--- config.mk ---
export PLATFORM = sky130hd
export DESIGN_NAME = sba_interconnect
export DESIGN_NICKNAME = d
export VERILOG_FILES = /design/src/rtl/sba_pkg.sv /design/src/rtl/sba_addr_decode.sv /design/src/rtl/sba_interconnect.sv
export SDC_FILE = /design/constraint.sdc
export NUM_CORES = 1
export LEC_CHECK = 0
export BUFFER_PORTS_ARGS = -buffer_cell sky130_fd_sc_hd__buf_2
export CAP_MARGIN = 25
export CORE_UTILIZATION = 30
export CTS_CLUSTER_DIAMETER = 150
export DETAILED_ROUTE_END_ITERATION = 12
export SYNTH_ARGS = -nofsm -noshare
export SYNTH_HDL_FRONTEND = slang
export SYNTH_SLANG_ARGS = --single-unit
--- constraint.sdc ---
create_clock -name i_clk -period 2.3 [get_ports i_clk]
set_input_delay 0 -clock i_clk [delete_from_list [all_inputs] [get_ports i_clk]]
set_output_delay 0 -clock i_clk [all_outputs]
set_load 0.05 [all_outputs]
--- src/rtl/sba_pkg.sv ---
`default_nettype none
// +--------------------------------------------------------------------------+
// | sba_pkg : shared state encoding and constants for the SBA interconnect   |
// | Rev 1.0                                                                  |
// +--------------------------------------------------------------------------+
package sba_pkg;

    typedef enum logic [1:0] {
        ST_IDLE = 2'd0,
        ST_BUSY = 2'd1,
        ST_DONE = 2'd2
    } state_t;

    localparam logic [31:0] ERR_DATA        = 32'hDEAD_BEEF;
    localparam int          DEFAULT_TIMEOUT = 255;

endpackage
`default_nettype wire

--- src/rtl/sba_addr_decode.sv ---
`default_nettype none
// +--------------------------------------------------------------------------+
// | sba_addr_decode : region-field extract giving slave index and mapped flag|
// | Rev 1.0                                                                  |
// +--------------------------------------------------------------------------+
module sba_addr_decode
    import sba_pkg::*;
#(
    parameter int NUM_SLAVES = 4,
    parameter int ADDR_W     = 32,
    parameter int SEL_HI     = 31,
    parameter int SEL_LO     = 28,
    parameter int IDX_W      = 2
) (
    input  logic [ADDR_W-1:0] addr,
    output logic [IDX_W-1:0]  idx,
    output logic              mapped
);

    logic [31:0] w_field;
    logic        w_unused;

    assign w_field  = 32'(addr[SEL_HI:SEL_LO]);
    assign idx      = w_field[IDX_W-1:0];
    assign mapped   = (w_field < 32'(NUM_SLAVES));
    // Only the region field matters here; the rest of the address is sunk.
    assign w_unused = ^addr;

endmodule
`default_nettype wire

--- src/rtl/sba_interconnect.sv ---
`default_nettype none
// +--------------------------------------------------------------------------+
// | sba_interconnect : single-outstanding SBA bridge, one master to N slaves |
// | Optional ack watchdog enabled by defining SBA_IC_TIMEOUT_EN.             |
// | Rev 1.0                                                                  |
// +--------------------------------------------------------------------------+
module sba_interconnect
    import sba_pkg::*;
#(
    parameter int NUM_SLAVES = 4,
    parameter int ADDR_W     = 32,
    parameter int DATA_W     = 32,
    parameter int SEL_HI     = 31,
    parameter int SEL_LO     = 28,
    parameter int TIMEOUT    = DEFAULT_TIMEOUT
) (
    input  logic                         i_clk,
    input  logic                         i_rst_n,
    input  logic [ADDR_W-1:0]            i_m_addr,
    input  logic [DATA_W-1:0]            i_m_dat_w,
    input  logic [DATA_W/8-1:0]          i_m_we,
    input  logic                         i_m_stb,
    output logic                         o_m_ack,
    output logic [DATA_W-1:0]            o_m_dat_r,
    output logic                         o_m_err,
    output logic [ADDR_W-1:0]            o_s_addr,
    output logic [DATA_W-1:0]            o_s_dat_w,
    output logic [DATA_W/8-1:0]          o_s_we,
    output logic [NUM_SLAVES-1:0]        o_s_stb,
    input  logic [NUM_SLAVES-1:0]        i_s_ack,
    input  logic [NUM_SLAVES*DATA_W-1:0] i_s_dat_r,
    output logic [ADDR_W-1:0]            o_err_addr,
    output logic [15:0]                  o_err_cnt
);

    localparam int BE_W  = DATA_W / 8;
    localparam int IDX_W = (NUM_SLAVES > 1) ? $clog2(NUM_SLAVES) : 1;

    state_t                r_state;
    state_t                w_state_nxt;
    logic [ADDR_W-1:0]     r_addr;
    logic [DATA_W-1:0]     r_dat_w;
    logic [BE_W-1:0]       r_we;
    logic [IDX_W-1:0]      r_idx;
    logic [DATA_W-1:0]     r_dat_r;
    logic                  r_err;
    logic [ADDR_W-1:0]     r_err_addr;
    logic [15:0]           r_err_cnt;

    logic [IDX_W-1:0]      w_dec_idx;
    logic                  w_dec_mapped;
    logic [NUM_SLAVES-1:0] w_sel;
    logic [DATA_W-1:0]     w_err_data;
    logic [DATA_W-1:0]     w_slave_rdata;
    logic                  w_busy;
    logic                  w_ack_hit;
    logic                  w_timeout;

    sba_addr_decode #(
        .NUM_SLAVES (NUM_SLAVES),
        .ADDR_W     (ADDR_W),
        .SEL_HI     (SEL_HI),
        .SEL_LO     (SEL_LO),
        .IDX_W      (IDX_W)
    ) u_decode (
        .addr   (i_m_addr),
        .idx    (w_dec_idx),
        .mapped (w_dec_mapped)
    );

    for (genvar b = 0; b < DATA_W; b++) begin : g_err_bits
        assign w_err_data[b] = ERR_DATA[b % 32];
    end

    for (genvar s = 0; s < NUM_SLAVES; s++) begin : g_slave_sel
        assign w_sel[s] = (r_idx == IDX_W'(s));
    end

    always_comb begin
        w_slave_rdata = '0;
        for (int s = 0; s < NUM_SLAVES; s++) begin
            if (w_sel[s]) begin
                w_slave_rdata = w_slave_rdata | i_s_dat_r[s*DATA_W +: DATA_W];
            end
        end
    end

    assign w_busy    = (r_state == ST_BUSY);
    assign w_ack_hit = w_busy && |(i_s_ack & w_sel);

`ifdef SBA_IC_TIMEOUT_EN
    logic [15:0] r_tcnt;

    always_ff @(posedge i_clk or negedge i_rst_n) begin
        if (!i_rst_n) begin
            r_tcnt <= '0;
        end else if (w_busy) begin
            r_tcnt <= r_tcnt + 16'd1;
        end else begin
            r_tcnt <= '0;
        end
    end

    // Fires on the TIMEOUT-th BUSY cycle; an ack in that same cycle takes priority.
    assign w_timeout = w_busy && (r_tcnt == 16'(TIMEOUT - 1));
`else
    assign w_timeout = 1'b0;
`endif

    always_ff @(posedge i_clk or negedge i_rst_n) begin
        if (!i_rst_n) begin
            r_state <= ST_IDLE;
        end else begin
            r_state <= w_state_nxt;
        end
    end

    always_comb begin
        w_state_nxt = r_state;
        case (r_state)
            ST_IDLE: begin
                if (i_m_stb) begin
                    w_state_nxt = w_dec_mapped ? ST_BUSY : ST_DONE;
                end
            end
            ST_BUSY: begin
                if (w_ack_hit || w_timeout) begin
                    w_state_nxt = ST_DONE;
                end
            end
            ST_DONE: w_state_nxt = ST_IDLE;
            default: w_state_nxt = ST_IDLE;
        endcase
    end

    always_ff @(posedge i_clk or negedge i_rst_n) begin
        if (!i_rst_n) begin
            r_addr     <= '0;
            r_dat_w    <= '0;
            r_we       <= '0;
            r_idx      <= '0;
            r_dat_r    <= '0;
            r_err      <= 1'b0;
            r_err_addr <= '0;
            r_err_cnt  <= '0;
        end else begin
            case (r_state)
                ST_IDLE: begin
                    if (i_m_stb) begin
                        r_addr  <= i_m_addr;
                        r_dat_w <= i_m_dat_w;
                        r_we    <= i_m_we;
                        r_idx   <= w_dec_idx;
                        r_err   <= !w_dec_mapped;
                        if (!w_dec_mapped) begin
                            r_dat_r <= w_err_data;
                        end
                    end
                end
                ST_BUSY: begin
                    if (w_ack_hit) begin
                        r_dat_r <= w_slave_rdata;
                        r_err   <= 1'b0;
                    end else if (w_timeout) begin
                        r_dat_r <= w_err_data;
                        r_err   <= 1'b1;
                    end
                end
                ST_DONE: begin
                    if (r_err) begin
                        r_err_addr <= r_addr;
                        if (r_err_cnt != 16'hFFFF) begin
                            r_err_cnt <= r_err_cnt + 16'd1;
                        end
                    end
                end
                default: ;
            endcase
        end
    end

    assign o_m_ack    = (r_state == ST_DONE);
    assign o_m_err    = r_err;
    assign o_m_dat_r  = r_dat_r;
    assign o_s_addr   = r_addr;
    assign o_s_dat_w  = r_dat_w;
    assign o_s_we     = r_we;
    assign o_s_stb    = w_busy ? w_sel : '0;
    assign o_err_addr = r_err_addr;
    assign o_err_cnt  = r_err_cnt;

endmodule
`default_nettype wire

==> out/results.ini <==
[route]
drt-vias-per-instance=4.71
firstDrtPassIters=4
detailroute.via_count=5761
detail_route.iter0.violations=179
routed_wirelength_um=21500
wl_per_cell_um=17.6
ant_nets=0
remaining_drc_errors=0

[power_and_ir_drop]
power_frac_seq=0.307
peakVddDrop_mv=0.425
p_sw_uw=6210
internal_power_uw=6830
power.switching_fraction=0.476
power.clock.fraction=0.215
leakage_power_figure_uw=0.00494
combPwrFrac=0.478
powerDensity_nw_per_um2=1280

[worst_setup_path]
cp_num_buf_inv=1
cp_max_fo=25
crit_path_cell_trace=mux4_2, and2_1, nor2_8, inv_4, o22a_1
worst_r2r_path_depth=5
cp_top_family=simple AND/OR/NAND/NOR gates
crit_path_end_kind=register
arrival_ns=2.26
category_of_the_worst_setup_path_launch_point=register
regToRegSetupSlack_ns=0.35
crit-reg2reg-capture=o_m_dat_r[23]
rr_startpoint=o_s_addr[28]
worstPathRequired_ns=2.61
critPathMaxStageDelay_ns=0.53
slowest_library_cell_on_the_worst_path=sky130_fd_sc_hd__mux4_2
critPathKind=reg -> reg

[logic_synthesis]
synth_fa_ha_area_frac=0.00190
post_synthesis_instance_area_um2=6600
synth_mux_area_frac=0.230
synth-compound-area-share=0.0527
yosys_warnings=0
synthXorXnorAreaFrac=0.0186
synth_top_family_by_area=multiplexers
ys_async_sr_fraction=1.00
number_of_different_library_cells_in_the_post_synthesis_netlist=35
avgSynthCellArea_um2=13.5
mappedNetlistNets=694
synth_ff_type=sky130_fd_sc_hd__dfrtp_1
fraction_of_the_yosys_area_taken_by_sequential_cells=0.573
ys_ff_latch=151
netlist_instances=490
count_of_flip_flops_with_a_built_in_enable_after_synthesis=0
synthSimpleGateAreaFrac=0.101

[timing]
achievable-frequency_mhz=512
worst-slew-pin-transition_ns=0.676
report.final.slew_viol_count=0
setup_ws_ns=0.346
timing.final.setup_violations=0
finalWorstPathRequiredPeriod_ns=1.95
maxSlewHeadroom=0.550
final-hold-violation-count=0
finClkSkew_ns=0.00918
sum_of_negative_setup_slack_ns=0
rsz0062_at_grt=no
final.period_utilization=0.850

[global_route]
grt_util_all_layers=0.190
number_of_global_route_vias_before_repair=5691
number_of_antenna_violations_at_the_first_check_in_global_routing=3
grt_overflow_total=0
grt_start_max_net_pins=98
wire_length_of_the_first_global_routing_pass_um=31500

[layout]
proportion_of_layout_cells_with_a_drive_suffix_above_1=0.504
num-nets-final=1138
area.growth.synth_to_final_pct=54.2
mostFrequentLayoutCell=sky130_fd_sc_hd__buf_2
mostFrequentLayoutCells=sky130_fd_sc_hd__buf_2 (355), sky130_fd_sc_hd__dfrtp_1 (150), sky130_fd_sc_hd__nand2_1 (106)

[clock_tree]
tritoncts.num_buffers=17
insertion_delay_ns=0.42
cts.root.buffer_cell=sky130_fd_sc_hd__clkbuf_16
tritoncts=yes
clk_pin_slew_worst_paths_ns=0.07
clock_tree.buffer_depth=2
ctsHtreeMaxLevel=4
post_cts_resized=0
post_cts.repair.setup_buffers=0
cts.sinks=151

[worst_hold_path]
worstHoldEndpoint=o_m_dat_r[3]
min_path_type=in -> reg
min_from=i_s_dat_r[67]
hold_path_depth=3

[placed_design]
place_congestion=0.831
dpl_worst_slack_ns=0.340
total_half_perimeter_wirelength_after_legalization_and_detailed_placement_um=15600
port_buffers=356

[die]
io_pins=357
die_h_um=150
initial_core_util=0.310
floorplan.die.width_um=150
core_area_um2=21300
rows=53
floorplan.die_area_um2=22600

[outcome]
run_status=finished, final reports clean

[job]
drv.max_cap_violation_count=0

power by group through the flow:
stage	clock network, uW	logic (uW)	registers [uW]
finish	2800	6240	4000
detailed placement	0	6170	4060
CTS	2900	6290	4010
floorplan	0	1630	6960
global placement	0	6110	4040
global route	3000	6530	4120
synthesized netlist by cell type (6+ instances only):
cell type	instances	share of area
sky130_fd_sc_hd__a22o_1	8	0.011
sky130_fd_sc_hd__buf_2	7	0.0053
sky130_fd_sc_hd__clkbuf_1	18	0.010
sky130_fd_sc_hd__dfrtp_1	151	0.57
sky130_fd_sc_hd__mux2_1	29	0.049
sky130_fd_sc_hd__mux2_2	40	0.068
sky130_fd_sc_hd__mux4_2	33	0.11
sky130_fd_sc_hd__nand2_1	106	0.060
sky130_fd_sc_hd__nand3_1	6	0.0046
sky130_fd_sc_hd__o22a_1	24	0.032
sky130_fd_sc_hd__xnor2_1	9	0.012
flip-flops by register name (all words and copies together) (netlist names):
signal / flops
o_s_dat_w: 32
o_m_dat_r: 32
o_s_addr: 32
r_state: 2
o_m_err: 1
o_err_addr: 32
o_s_we: 4
o_err_cnt: 16
kinds of logic after synthesis:
logic type / after synthesis
buf+inv: 31
simple gates: 148
xor+xnor: 14
mux: 102
flops: 151
compound gates: 43
fa+ha+maj: 1
worst max path at each step:
stage / start / endpoint / slack [ns] / cells past startpoint
finish: o_s_addr[28] / o_m_dat_r[23] / 0.35 / 5
global route: o_s_addr[28] / o_m_dat_r[11] / 0.23 / 5
CTS: o_s_addr[28] / o_m_dat_r[23] / 0.33 / 5
detailed placement: o_s_addr[28] / o_m_dat_r[23] / 0.34 / 5
global placement: o_s_addr[28] / o_m_dat_r[6] / 0.38 / 5
floorplan: o_s_addr[29] / o_s_stb[0] / 0.02 / 3
repair_timing:
action	CTS	global route
hold endpoints to repair	227	0
setup endpoints to repair	0	0
hold buffers	86	0
stage by stage:
stage	util	area (um^2)	total power, uW	hold WS, ns	instances
5_1_grt	0.478	10200	13700	0.00406	1224
6_report	0.478	10200	13000	0.0183	1224
3_3_place_gp	0.410	8720	10200	-0.211	1104
4_1_cts	0.478	10200	13200	0.000455	1222
3_5_place_dp	0.410	8720	10200	-0.211	1104
2_1_floorplan	-	6600	8590	-0.296	490
metal layers:
metal / GRT usage / up-vias / share of wire
met5: 0 / - / 0.00047
met4: 0.0924 / 2 / 0.035
met3: 0.0482 / 37 / 0.060
met2: 0.337 / 241 / 0.53
met1: 0.212 / 2820 / 0.38
li1: - / 2661 / -
worst min-delay path, cell delays in order:
cell,delay (ns)
sky130_fd_sc_hd__buf_2,0.07
sky130_fd_sc_hd__mux4_2,0.21
sky130_fd_sc_hd__o22a_1,0.12
final cells by class:
cell class / count / area, um^2
Fill cell: 1974 / 11100
Sequential cell: 151 / 3780
Timing Repair Buffer: 454 / 2780
Multi-Input combinational cell: 308 / 2680
Clock buffer: 17 / 425
Tap cell: 275 / 344
Clock inverter: 15 / 156
Inverter: 2 / 10.0
Antenna cell: 2 / 5.00
Note: power is estimated with default switching activity, not from simulation.
